<file path="src/rtl/vec_mem_sequencer.sv">
// Multi-beat memory sequencer: splits scalar/vector loads and stores into word beats,
// stalls the pipeline until the access retires and assembles the loaded vector.
module vec_mem_sequencer #(
    parameter int LANES  = 4,
    parameter int DATA_W = 32,
    parameter int ADDR_W = 32
) (
    input  logic                    clk,
    input  logic                    rst,
    input  logic                    cpu_req,
    input  logic                    cpu_we,
    input  logic                    cpu_vec,
    input  logic [ADDR_W-1:0]       cpu_addr,
    input  logic [LANES*DATA_W-1:0] cpu_wdata,
    output logic                    stall,
    output logic                    done,
    output logic [LANES*DATA_W-1:0] rdata_vec,
    output logic                    mem_req,
    output logic                    mem_we,
    output logic [ADDR_W-1:0]       mem_addr,
    output logic [DATA_W-1:0]       mem_wdata,
    input  logic                    mem_gnt,
    input  logic [DATA_W-1:0]       mem_rdata
);

    localparam int IDX_W = $clog2(LANES);

    typedef enum logic [1:0] {
        S_IDLE,
        S_ISSUE,
        S_WAIT_RD,
        S_DONE
    } state_t;

    state_t                         state_q, state_d;
    logic                           we_q, we_d;
    logic                           vec_q, vec_d;
    logic [ADDR_W-1:0]              base_q, base_d;
    logic [LANES-1:0][DATA_W-1:0]   wdata_q, wdata_d;
    logic [IDX_W-1:0]               idx_q, idx_d;
    logic [IDX_W-1:0]               rd_lane_q, rd_lane_d;
    logic                           rd_pend_q, rd_pend_d;
    logic [IDX_W-1:0]               last_idx;
    logic                           accept;

    assign accept   = (state_q == S_IDLE) && cpu_req;
    assign last_idx = vec_q ? IDX_W'(LANES - 1) : '0;

    always_comb begin
        state_d   = state_q;
        we_d      = we_q;
        vec_d     = vec_q;
        base_d    = base_q;
        wdata_d   = wdata_q;
        idx_d     = idx_q;
        rd_lane_d = rd_lane_q;
        // A pending read is always captured this cycle; only a fresh read grant re-arms it.
        rd_pend_d = 1'b0;
        stall     = 1'b0;
        done      = 1'b0;
        mem_req   = 1'b0;
        mem_we    = 1'b0;
        mem_addr  = '0;
        mem_wdata = '0;

        case (state_q)
            S_IDLE: begin
                stall = cpu_req;
                if (cpu_req) begin
                    we_d    = cpu_we;
                    vec_d   = cpu_vec;
                    base_d  = cpu_addr & ~ADDR_W'(3);
                    wdata_d = cpu_wdata;
                    idx_d   = '0;
                    state_d = S_ISSUE;
                end
            end
            S_ISSUE: begin
                stall     = 1'b1;
                mem_req   = 1'b1;
                mem_we    = we_q;
                mem_addr  = base_q + (ADDR_W'(idx_q) << 2);
                mem_wdata = wdata_q[idx_q];
                if (mem_gnt) begin
                    idx_d = idx_q + IDX_W'(1);
                    if (!we_q) begin
                        rd_pend_d = 1'b1;
                        rd_lane_d = idx_q;
                    end
                    if (idx_q == last_idx) begin
                        state_d = we_q ? S_DONE : S_WAIT_RD;
                    end
                end
            end
            S_WAIT_RD: begin
                stall   = 1'b1;
                state_d = S_DONE;
            end
            S_DONE: begin
                done    = 1'b1;
                state_d = S_IDLE;
            end
            default: state_d = S_IDLE;
        endcase
    end

    always_ff @(posedge clk) begin
        if (rst) begin
            state_q   <= S_IDLE;
            we_q      <= 1'b0;
            vec_q     <= 1'b0;
            base_q    <= '0;
            wdata_q   <= '0;
            idx_q     <= '0;
            rd_lane_q <= '0;
            rd_pend_q <= 1'b0;
        end else begin
            state_q   <= state_d;
            we_q      <= we_d;
            vec_q     <= vec_d;
            base_q    <= base_d;
            wdata_q   <= wdata_d;
            idx_q     <= idx_d;
            rd_lane_q <= rd_lane_d;
            rd_pend_q <= rd_pend_d;
        end
    end

    // One capture register per lane; a new request clears every lane.
    for (genvar gi = 0; gi < LANES; gi++) begin : g_lane
        logic [DATA_W-1:0] lane_q, lane_d;

        always_comb begin
            lane_d = lane_q;
            if (accept) begin
                lane_d = '0;
            end else if (rd_pend_q && (rd_lane_q == IDX_W'(gi))) begin
                lane_d = mem_rdata;
            end
        end

        always_ff @(posedge clk) begin
            if (rst) begin
                lane_q <= '0;
            end else begin
                lane_q <= lane_d;
            end
        end

        assign rdata_vec[gi*DATA_W +: DATA_W] = lane_q;
    end

endmodule

</file>
<file path="config.mk">
export PLATFORM = sky130hd
export DESIGN_NAME = vec_mem_sequencer
export DESIGN_NICKNAME = d
export VERILOG_FILES = /design/src/rtl/vec_mem_sequencer.sv
export SDC_FILE = /design/constraint.sdc
export NUM_CORES = 1
export LEC_CHECK = 0
export CAP_MARGIN = 20
export CORE_AREA = 2 2 120 210
export CTS_BUF_LIST = sky130_fd_sc_hd__clkbuf_4 sky130_fd_sc_hd__clkbuf_8
export CTS_CLUSTER_DIAMETER = 50
export DETAILED_ROUTE_END_ITERATION = 10
export DIE_AREA = 0 0 122 212
export GPL_TIMING_DRIVEN = 0
export PLACE_DENSITY = 0.84
export SYNTH_ARGS = -nofsm -noshare
export SYNTH_HDL_FRONTEND = slang
export SYNTH_SLANG_ARGS = --single-unit
</file>
<file path="constraint.sdc">
create_clock -name clk -period 7.4 [get_ports clk]
set_input_delay 2.22 -clock clk [delete_from_list [all_inputs] [get_ports clk]]
set_output_delay 2.22 -clock clk [all_outputs]
set_load 0.02 [all_outputs]
</file>
== Word-level counts from Yosys, hierarchy flattened ==
Cells that the tools add are included.
Storage, ports and cells
  register bits after elaboration: 295
  input bits: 198
  output and inout bits: 196
Cells by class
  add/sub/neg operators: 2
  order comparisons: 1
  equality and inequality tests: 10
  muxes and demuxes: 18
  bitwise logic cells: 3
  reductions and logical operators: 15
Operators by type and width (count)
  32-bit 2-to-1 mux: 3
  32-bit binary-select mux with 2-bit select: 1
  32-bit by 4-bit adder with 32-bit output: 1
  2-bit 2-to-1 mux: 6
  3-bit AND reduction: 3
  2-bit equality test (second input constant): 4
  2-bit one-hot mux with 4 select lines: 1
  2-bit != test (second input constant): 3
  1-bit logical AND: 5
  1-bit 2-to-1 mux: 5
  2-bit by 1-bit equality test with 1-bit output (second input constant): 2
  2-bit logical NOT: 2
  2-bit one-hot mux with 2 select lines: 1
  2-bit OR reduction: 2
  2-bit by 3-bit less-than comparator with 1-bit output (second input constant): 1
  1-bit inverter: 3
  3-bit OR reduction: 1
  2-bit by 1-bit adder with 2-bit output (second input constant): 1
  2-bit equality test: 1
  1-bit one-hot mux with 2 select lines: 1
  2-bit AND reduction: 1
  2-bit nonzero test: 1

== Logic depth before layout (Yosys ltp) ==
Gate-level depths: netlist (run 1).
  depth in word-level cells: 5
  mapped depth: 8

== Worst setup path before layout (run 1) ==
Ideal clock, no wire load.
  kind: input to output
  from: in cpu_req
  to: out stall
  arrival time: 3.161 ns
  setup slack: 2.019 ns
  cell stages on the path: 5
  cells stage by stage: and2_1 -> clkbuf_1 -> clkbuf_1 -> nor2_1 -> nor2_1
On the way
  longest elaborated chain between the ends: 1
Ends and longest elaborated chain
  from (decl): line 10  | input logic cpu_req,
  1-bit one-hot mux with 2 select lines: line 66  | case (state_q)
  to (decl): line 15  | output logic stall,
No other way between the ends.

== Worst setup path in the final report (run 1) ==
Ends and elaborated chain as after synthesis.

==> results of run 1 <==
==> per-layer routing <==
| metal | vias up | track usage (%) |
|---|---|---|
| li1 | 5868 | - |
| met1 | 5810 | 30.1 |
| met2 | 669 | 59.4 |
| met3 | 199 | 5.87 |
| met4 | 0 | 24.1 |
| met5 | - | 0 |
==> layout make-up <==
class	instances	area (um2)
fill	1948	7100
clock buffer	62	803
buffer	116	463
antenna	9	22.5
multi-input combinational	1093	5590
inverter	5	18.8
sequential	295	5910
clock inverter	8	71.3
tap	312	390
timing repair buffer	388	3880
==> state kept, by name, indices dropped and copies added (netlist names), 2 cells and up <==
register and count:
base_q 30, g_lane.lane_q 128, idx_q 2, rd_lane_q 2, state_q 2, wdata_q 128
==> kinds of logic (layout without fill, tap and decap cells) <==
| kind of cell | after synthesis | in the layout |
|---|---|---|
| other | 1 | 11 |
| buffers and inverters | 121 | 579 |
| AND/OR/NAND/NOR | 707 | 707 |
| adder cells (fa/ha/maj) | 7 | 7 |
| AO/OA/AOI/OAI | 331 | 331 |
| XOR/XNOR | 10 | 10 |
| multiplexers | 36 | 36 |
| flip-flops | 295 | 295 |
==> per-stage QoR <==
| step | setup WS (ps) | cell area, um2 | power, mW | util (%) |
|---|---|---|---|---|
| 2_1_floorplan | 2020 | 12000 | 2.65 | - |
| 3_3_place_gp | 514 | 16300 | 3.17 | 67.0 |
| 3_5_place_dp | 591 | 16300 | 3.22 | 67.0 |
| 4_1_cts | 562 | 17100 | 4.55 | 70.6 |
| 5_1_grt | 388 | 17100 | 4.75 | 70.7 |
| 6_report | 536 | 17100 | 4.55 | 70.7 |
==> path summary, 6_finish.rpt <==
check | startpoint | end | slack, ps
max | cpu_req | stall | 540
min | g_lane[2].lane_q[11] | g_lane[2].lane_q[11] | 450
max reg2reg | state_q[0] | wdata_q[68] | 4580
min reg2reg | g_lane[2].lane_q[11] | g_lane[2].lane_q[11] | 450
==> power by group through the flow <==
stage	clock (mW)	sequential (mW)	combinational, mW
after floorplan	0	1.90	0.754
after global placement	0	1.91	1.26
after detailed placement	0	1.93	1.29
after CTS	1.35	1.90	1.30
after global routing	1.43	1.92	1.41
final	1.35	1.90	1.30
==> layout by cell type (no fill, tap or decap), types with 2 or more instances in the layout <==
cell / instances
a21oi_1: 308
clkinv_2: 5
nor2_1: 18
nor2b_1: 4
diode_2: 9
o21ai_0: 12
inv_1: 4
clkbuf_8: 54
buf_4: 3
clkbuf_1: 108
nand3b_1: 3
nor3_1: 3
o31ai_1: 8
nand2b_1: 2
or4_1: 8
nor4_1: 3
conb_1: 2
nand3_1: 8
and2_1: 37
nand4_1: 8
clkbuf_4: 8
xnor2_1: 6
buf_2: 3
xor2_1: 4
clkdlybuf4s50_1: 388
mux4_2: 32
and4_2: 2
mux2i_1: 4
nand2_1: 588
nand4_2: 2
dfxtp_1: 295
or3_1: 11
ha_1: 6
==> critical path: cells and delay by family <==
family	cells	cell delay (ps)
and+or+nand+nor	3	370
buffers and inverters	4	2060
==> qor.yml, run 1 <==
detail_route.iter0.violations: 759
syn_avg_cell_area_um2: 7.94
synth_compound_area_share_pct: 14.1
vias: 12546
ant_nets: 0
power_frac_clock_pct: 29.6
ys_seq_area_share_pct: 49.3
wl_met2_mm: 22.6
intPower_mw: 2.99
portBuffers: 388
worstPathRequired_ps: 5180
grt_pass1_vias: 12503
synth-adder-area-share_pct: 0.794
hold_class: "reg2reg"
comb_power_share_pct: 28.6
cts_buffers: 43
arrival_ps: 4640
p_switching_mw: 1.56
synthTopCellsByCount: "nand2_1, a21oi_1, dfxtp_1, clkbuf_1, and2_1"
synth_cell_types: 45
wl_mm: 42.4
track_usage_pct: 31.9
slowest_delay_ps: 640
worst-setup-path-type: "in2out"
wirelength_met1_mm: 13.8
rsz0062_at_grt: "no"
ff2ff_path_depth: 8
yosysWarningCount: 0
worstPathCellList: "clkdlybuf4s50_1, and2_1, clkbuf_1, clkbuf_1, nor2_1, nor2_1, clkdlybuf4s50_1"
drc: 0
clock_latency_ps: 580
synth_top_family_by_area: "simple AND/OR/NAND/NOR gates"
holdWs_ps: 453
p_per_area_nw_per_um2: 265
root_buffer: "clkbuf_8"
die_y_um: 212
postSynth.asyncResetShare_pct: 0
p_leak_nw: 5.83
gp_congestion: 0.903
fmax_ghz: 0.146
placedCellCount: 2209
slowest_stage: "clkdlybuf4s50_1"
final.setup.tns_ps: 0
period_share_pct: 92.8
maxCapViolations: 0
synthCells: 1508
hold_path_depth: 2
synth_top_cell_by_area: "dfxtp_1"
seqPwrFrac_pct: 41.8
cts.clk_slew.worst_paths_ps: 60
viasPerCell: 5.48
holdBufCountCts: 0
grt_overflow: 0
synth_most_common_cell: "nand2_1"
top_level_ports: 394
synthTopCellsByArea: "dfxtp_1, nand2_1, a21oi_1, mux4_2, clkbuf_1"
drive_above_1_share_pct: 6.00
fin_cells: 2288
finClkSkew_ps: 24.1
cts_max_level: 2
synth_edf_count: 0
tightest_slew_ps: 791
p_sw_share_pct: 34.3
cts_resized: 0
finalHoldViolCount: 0
top_layer: "met4"
status: "finished, final reports clean"
synthXorXnorAreaFrac_pct: 0.732
syn-cell-area_um2: 12000
cp-end-kind: "output port"
nNetsFinal: 2147
clkSinkCount: 295
antenna_found_initial: 9
cts_tree: "built"
yosys.area_share.simple_pct: 24.6
wl_met3_mm: 2.92
area_growth_pct: 43.2
clock_path_buffers: 3
dr.pass1.iters: 5
synthFlopType: "dfxtp_1"
crit_fanout: 10
setup_viol: 0
drv_slew: 0
synthMuxAreaShare_pct: 6.35
die_x_um: 122
postCtsSetupRepairBufs: 0
synth_top_area_share_pct: 49.3
wire_per_inst_um: 18.6
rows: 76
cp-start-kind: "input pin"
ir_worst_vdd_uv: 207
dpl.hpwl_mm: 32.6
coreArea_um2: 24200
grt_max_degree: 12
grt_pass1_wl_mm: 63.6
relSlewSlack_pct: 47.1
ys_ff_latch: 295
initial_utilization_pct: 49.4
fin_crit_ps: 6860
die_area_um2: 25900
Power figures use the tool's default switching activity.
==> run 2, diff against run 1 <==
Settings changed: CAP_MARGIN 20 to 10.
==> results of run 2 <==
The final DEF is identical to that of run 1; final timing and power are the same.
